$ cat src/rtl/unified_mem_arbiter.sv
// Arbiter and sequencer sharing one single-ported, variable-latency memory
// between instruction fetch and load/store; data wins unless fetch is starved.
module unified_mem_arbiter #(
  parameter int unsigned ADDR_W     = 32,
  parameter int unsigned DATA_W     = 32,
  parameter int unsigned STARVE_MAX = 4
) (
  input  logic              clock,
  input  logic              reset,
  input  logic              if_req,
  input  logic [ADDR_W-1:0] if_addr,
  output logic              if_ready,
  output logic [DATA_W-1:0] if_rdata,
  input  logic              flush,
  input  logic              d_req,
  input  logic              d_we,
  input  logic [ADDR_W-1:0] d_addr,
  input  logic [DATA_W-1:0] d_wdata,
  output logic              d_ready,
  output logic [DATA_W-1:0] d_rdata,
  output logic              mem_req,
  output logic              mem_we,
  output logic [ADDR_W-3:0] mem_addr,
  output logic [DATA_W-1:0] mem_wdata,
  input  logic [DATA_W-1:0] mem_rdata,
  input  logic              mem_ack,
  output logic              stall_if,
  output logic              stall_mem
);

  localparam int unsigned CNT_W = $clog2(STARVE_MAX + 1);

  typedef enum logic [1:0] {IDLE, FETCH, DATA} state_t;

  state_t           state;
  logic [CNT_W-1:0] starve_cnt;
  logic             drop;
  logic             if_ready_q;
  logic             if_cand;
  logic             d_cand;
  logic             starved;
  logic             grant_d;
  logic             grant_f;
  logic             unused_addr_bits;

  assign unused_addr_bits = ^{if_addr[1:0], d_addr[1:0]};

  // A late flush still cancels a fetch whose ready pulse is already on the wire.
  assign if_ready  = if_ready_q & ~flush;
  assign stall_if  = if_req & ~if_ready;
  assign stall_mem = d_req & ~d_ready;

  // Requesters completing this cycle sit out so a held request is not reissued.
  always_comb begin
    if_cand = if_req & ~if_ready_q & ~flush;
    d_cand  = d_req & ~d_ready;
    starved = (starve_cnt == CNT_W'(STARVE_MAX));
    grant_d = (state == IDLE) & d_cand & (~if_cand | ~starved);
    grant_f = (state == IDLE) & if_cand & ~grant_d;
  end

  always_ff @(posedge clock or negedge reset) begin
    if (!reset) begin
      state      <= IDLE;
      mem_req    <= 1'b0;
      mem_we     <= 1'b0;
      mem_addr   <= '0;
      mem_wdata  <= '0;
      if_ready_q <= 1'b0;
      d_ready    <= 1'b0;
      if_rdata   <= '0;
      d_rdata    <= '0;
      starve_cnt <= '0;
      drop       <= 1'b0;
    end else begin
      if_ready_q <= 1'b0;
      d_ready    <= 1'b0;
      case (state)
        IDLE: begin
          if (grant_d) begin
            state     <= DATA;
            mem_req   <= 1'b1;
            mem_we    <= d_we;
            mem_addr  <= d_addr[ADDR_W-1:2];
            mem_wdata <= d_wdata;
          end else if (grant_f) begin
            state     <= FETCH;
            mem_req   <= 1'b1;
            mem_we    <= 1'b0;
            mem_addr  <= if_addr[ADDR_W-1:2];
            mem_wdata <= '0;
          end
          if (grant_f || !if_req) begin
            starve_cnt <= '0;
          end else if (grant_d && !flush && !starved) begin
            starve_cnt <= starve_cnt + CNT_W'(1);
          end
        end
        FETCH: begin
          // A flush landing on the ack cycle cancels this fetch as well.
          if (mem_ack) begin
            state   <= IDLE;
            mem_req <= 1'b0;
            drop    <= 1'b0;
            if (!(drop || flush)) begin
              if_ready_q <= 1'b1;
              if_rdata   <= mem_rdata;
            end
          end else if (flush) begin
            drop <= 1'b1;
          end
        end
        DATA: begin
          if (mem_ack) begin
            state   <= IDLE;
            mem_req <= 1'b0;
            d_ready <= 1'b1;
            if (!mem_we) begin
              d_rdata <= mem_rdata;
            end
          end
        end
        default: begin
          state   <= IDLE;
          mem_req <= 1'b0;
        end
      endcase
    end
  end

endmodule
$ cat config.mk
export PLATFORM = sky130hd
export DESIGN_NAME = unified_mem_arbiter
export DESIGN_NICKNAME = d
export VERILOG_FILES = /design/src/rtl/unified_mem_arbiter.sv
export SDC_FILE = /design/constraint.sdc
export NUM_CORES = 1
export LEC_CHECK = 0
export BUFFER_PORTS_ARGS = -buffer_cell sky130_fd_sc_hd__buf_4
export CORE_AREA = 2 2 149 151
export DETAILED_ROUTE_END_ITERATION = 8
export DIE_AREA = 0 0 151 153
export HOLD_SLACK_MARGIN = 0.03
export PLACE_DENSITY = 0.61
export SLEW_MARGIN = 20
export SYNTH_ARGS = -nofsm -noshare
export SYNTH_HDL_FRONTEND = slang
export SYNTH_SLANG_ARGS = --single-unit
$ cat constraint.sdc
create_clock -name clock -period 1.7 [get_ports clock]
set_clock_uncertainty 0.1 [all_clocks]
set_input_delay 0.34 -clock clock [delete_from_list [all_inputs] [get_ports clock]]
set_output_delay 0.34 -clock clock [all_outputs]
set_load 0.02 [all_outputs]
==> flow_summary.json <==
{
  "die-area_sq_mm": 0.02310,
  "crit_required_ns": 1.89,
  "cts_buffers": 17,
  "p_int_mw": 13.04,
  "grt_use_total_pct": 15.50,
  "reg2reg_slack_ns": -0.13,
  "slew-limit-headroom_pct": 67.65,
  "grt_max_degree": 40,
  "dp_cells": 952,
  "met1_usage_pct": 18.22,
  "crit_fanout": 6,
  "sw_frac_of_total_pct": 36.11,
  "synth-async-reset-ratio_pct": 100.0,
  "critical_path_arrival_ns": 2.02,
  "globalRouteMet2Util_pct": 26.95,
  "cts_tree": "built",
  "n_fill_cell": 1890,
  "whs_endpoint": "mem_wdata[30]$_DFFE_PN0P_",
  "gp_congestion": 0.7480,
  "io_pins": 267,
  "antenna_found_initial": 0,
  "core_sq_mm": 0.02149,
  "cap_violations": 0,
  "reg2reg_to": "mem_wdata[6]$_DFFE_PN0P_",
  "min_path_type": "input port to register",
  "clock_sinks": 136,
  "outcome": "finished with violations",
  "grt_pass1_wl_um": 27300,
  "fp-row-count": 54,
  "ctsRootBufferMaster": "clkbuf_16",
  "synth_edf_count": 0,
  "grt-busiest-layer": "met2",
  "rsz0062_at_grt": "yes",
  "h-tree-depth": 4,
  "ir_worst_vdd_uv": 836.2,
  "ant_nets": 0,
  "p_switching_mw": 7.369,
  "min_period_ns": 1.828,
  "synth_area_sq_mm": 0.005692,
  "grt_pass1_vias": 5017,
  "hp-start": "d_wdata[30]",
  "die_w_um": 151,
  "clk-insertion-delay-late_ns": 0.41,
  "totalWireLength_um": 19160,
  "ys_types": 43,
  "grt_overflow": 0,
  "vias": 4733,
  "drtPass1Iterations": 4,
  "cp-startpoint": "state[1]$_DFFE_PN0P_",
  "finalNonFillerCells": 1060,
  "hold_depth": 2,
  "p_leak_nw": 4.959,
  "worstMarginPinSlew_ns": 0.4843,
  "endpoint_kind": "register",
  "fmax_ghz": 0.5470,
  "die_height_um": 153,
  "cts.path.max_buffers": 2,
  "power_frac_seq_pct": 27.4,
  "clkPwrFrac_pct": 20.8,
  "cts.clk_slew.worst_paths_ns": 0.06,
  "diodes": 0,
  "fin_ws_ns": -0.1283,
  "final_net_count": 907,
  "ys_seq_area_share_pct": 59.79,
  "numPortBuffers": 262,
  "p_per_area_mw_per_mm2": 1944,
  "violations": "setup timing",
  "drc": 0,
  "finalSetupViolCount": 127,
  "ys_dominant_reg_cell": "dfrtp_1",
  "r2r-start": "state[1]$_DFFE_PN0P_",
  "vias_per_cell": 4.465,
  "wl_per_cell_um": 18.07,
  "cp-start-kind": "register",
  "syn-mean-instance-area_sq_um": 14.19,
  "hold_ws_ns": 0.06620,
  "synthesis.instances": 401,
  "dpl.hpwl_um": 11260,
  "area_growth_syn_to_layout_pct": 84.41,
  "finalHoldViolations": 0,
  "initial_utilization_pct": 26.49,
  "drive_above_1_share_pct": 67.69,
  "ys_ff_latch": 136,
  "drt_iter0_markers": 124,
  "grtUsageMet3_pct": 5.373,
  "layout_worst_path_cycle_share_pct": 107.5,
  "yosysWarningCount": 0,
  "p_comb_share_pct": 51.8,
  "slew_viol_final": 0,
  "rr_worst_depth": 8,
  "path_class": "register to register",
  "syn-num-nets": 541
}
-- layout by cell type (no fill, tap or decap), types with 3 or more instances in the layout --
cell,n
nor2_2,20
dlygate4sd3_1,33
nor2b_1,3
nor2_1,11
nor3_2,14
nand2_1,3
inv_2,4
clkinv_4,6
buf_4,286
buf_6,20
ha_4,4
clkbuf_16,26
a211o_4,3
nor3_1,14
buf_12,16
dfrtp_1,136
bufinv_16,6
o22ai_2,13
a21oi_1,4
o22ai_4,17
a22o_1,33
buf_16,5
mux2_2,17
mux2_4,46
nor3_4,3
-- power groups by stage --
stage | registers [mW] | clock network (mW) | logic [mW]
after floorplan | 7.20 | 0 | 2.96
after global placement | 5.49 | 0 | 8.09
after detailed placement | 5.53 | 0 | 8.17
after CTS | 5.56 | 4.37 | 9.64
after global routing | 5.80 | 4.52 | 11.2
final | 5.60 | 4.24 | 10.6
-- cell usage after synthesis (3+ instances only) --
| cell | n | area, sq um |
|---|---|---|
| buf_6 | 8 | 90.09 |
| nor3_1 | 30 | 150.1 |
| nand2_1 | 4 | 15.01 |
| inv_1 | 5 | 18.77 |
| nor2_2 | 20 | 125.1 |
| o22ai_1 | 10 | 62.56 |
| ha_1 | 5 | 62.56 |
| nor2b_1 | 4 | 25.02 |
| clkbuf_1 | 3 | 11.26 |
| o22ai_2 | 21 | 262.8 |
| buf_4 | 3 | 22.52 |
| a22o_1 | 33 | 289.0 |
| a21oi_1 | 4 | 20.02 |
| o21ai_0 | 3 | 15.01 |
| dfrtp_1 | 136 | 3403 |
| mux2_2 | 62 | 698.2 |
| buf_2 | 9 | 45.04 |
| nor2_1 | 11 | 41.29 |
-- flip-flops by register name, indices dropped and copies added, names as in the netlist --
signal	flops
mem_req	1
d_ready	1
mem_we	1
d_rdata	32
if_ready_q	1
if_rdata	32
mem_wdata	32
starve_cnt	3
mem_addr	30
drop	1
state	2
-- worst max-delay path: stages, from the launching register on --
cell,delay [ns]
dfrtp_1,0.40
inv_2,0.09
ha_4,0.17
and4bb_2,0.29
buf_6,0.16
buf_12,0.11
nor2_8,0.03
buf_12,0.13
a22o_1,0.23
-- area by class of cell --
| class | count | area, sq um | share of cell area [%] |
|---|---|---|---|
| multi-input combinational | 234 | 2618 | 24.94 |
| tap | 280 | 350.3 | 3.338 |
| timing repair buffer | 371 | 3416 | 32.54 |
| inverter | 7 | 33.78 | 0.3219 |
| clock inverter | 14 | 246.5 | 2.348 |
| clock buffer | 18 | 429.2 | 4.089 |
| sequential | 136 | 3403 | 32.42 |
-- stage by stage --
step                      TNS [ns]  util, %  instance area (sq um)  total power [mW]  setup WS (ns)
after CTS                   -6.085    46.19                   9925             19.57        -0.1275
after global routing        -16.14    48.85                  10500             21.50        -0.1917
final                       -7.355    48.85                  10500             20.41        -0.1283
after floorplan                  0        -                   5692             10.17        0.02649
after global placement      -12.55    38.02                   8169             13.57        -0.2129
after detailed placement    -13.43    38.02                   8169             13.70        -0.2167
-- worst max-delay path by stage --
stage	endpoint	slack, ns
CTS	stall_if	-0.13
finish	mem_wdata[6]$_DFFE_PN0P_	-0.13
global route	if_rdata[11]$_DFFE_PN0P_	-0.19
detailed placement	mem_req$_DFFE_PN0P_	-0.22
global placement	mem_req$_DFFE_PN0P_	-0.21
floorplan	mem_addr[10]$_DFFE_PN0P_	0.03
-- per-layer routing --
metal	part of all wire (%)	up-vias
met1	41	2358
li1	-	2204
met2	51	165
met3	7.6	6
met4	0.40	0
met5	0	-
-- logic make-up (layout without fill, tap and decap cells) --
group / count (synthesis) / count (layout) / synth area share, %
AND/OR/NAND/NOR: 82 / 83 / 8.749
AO/OA/AOI/OAI: 78 / 80 / 12.86
multiplexers: 66 / 66 / 13.01
adder cells (fa/ha/maj): 5 / 5 / 1.099
flip-flops: 136 / 136 / 59.79
buffers and inverters: 34 / 410 / 4.484
-- repair_timing --
action                                  CTS  global route
pin swaps                                10            32
hold endpoints to repair                 64             0
gates resized for setup                  97            59
endpoints found under the setup margin  133           136
hold buffers                             33             0
buffers inserted                         17             9
cloned                                   10             8
(Power assumes the default switching activity.)
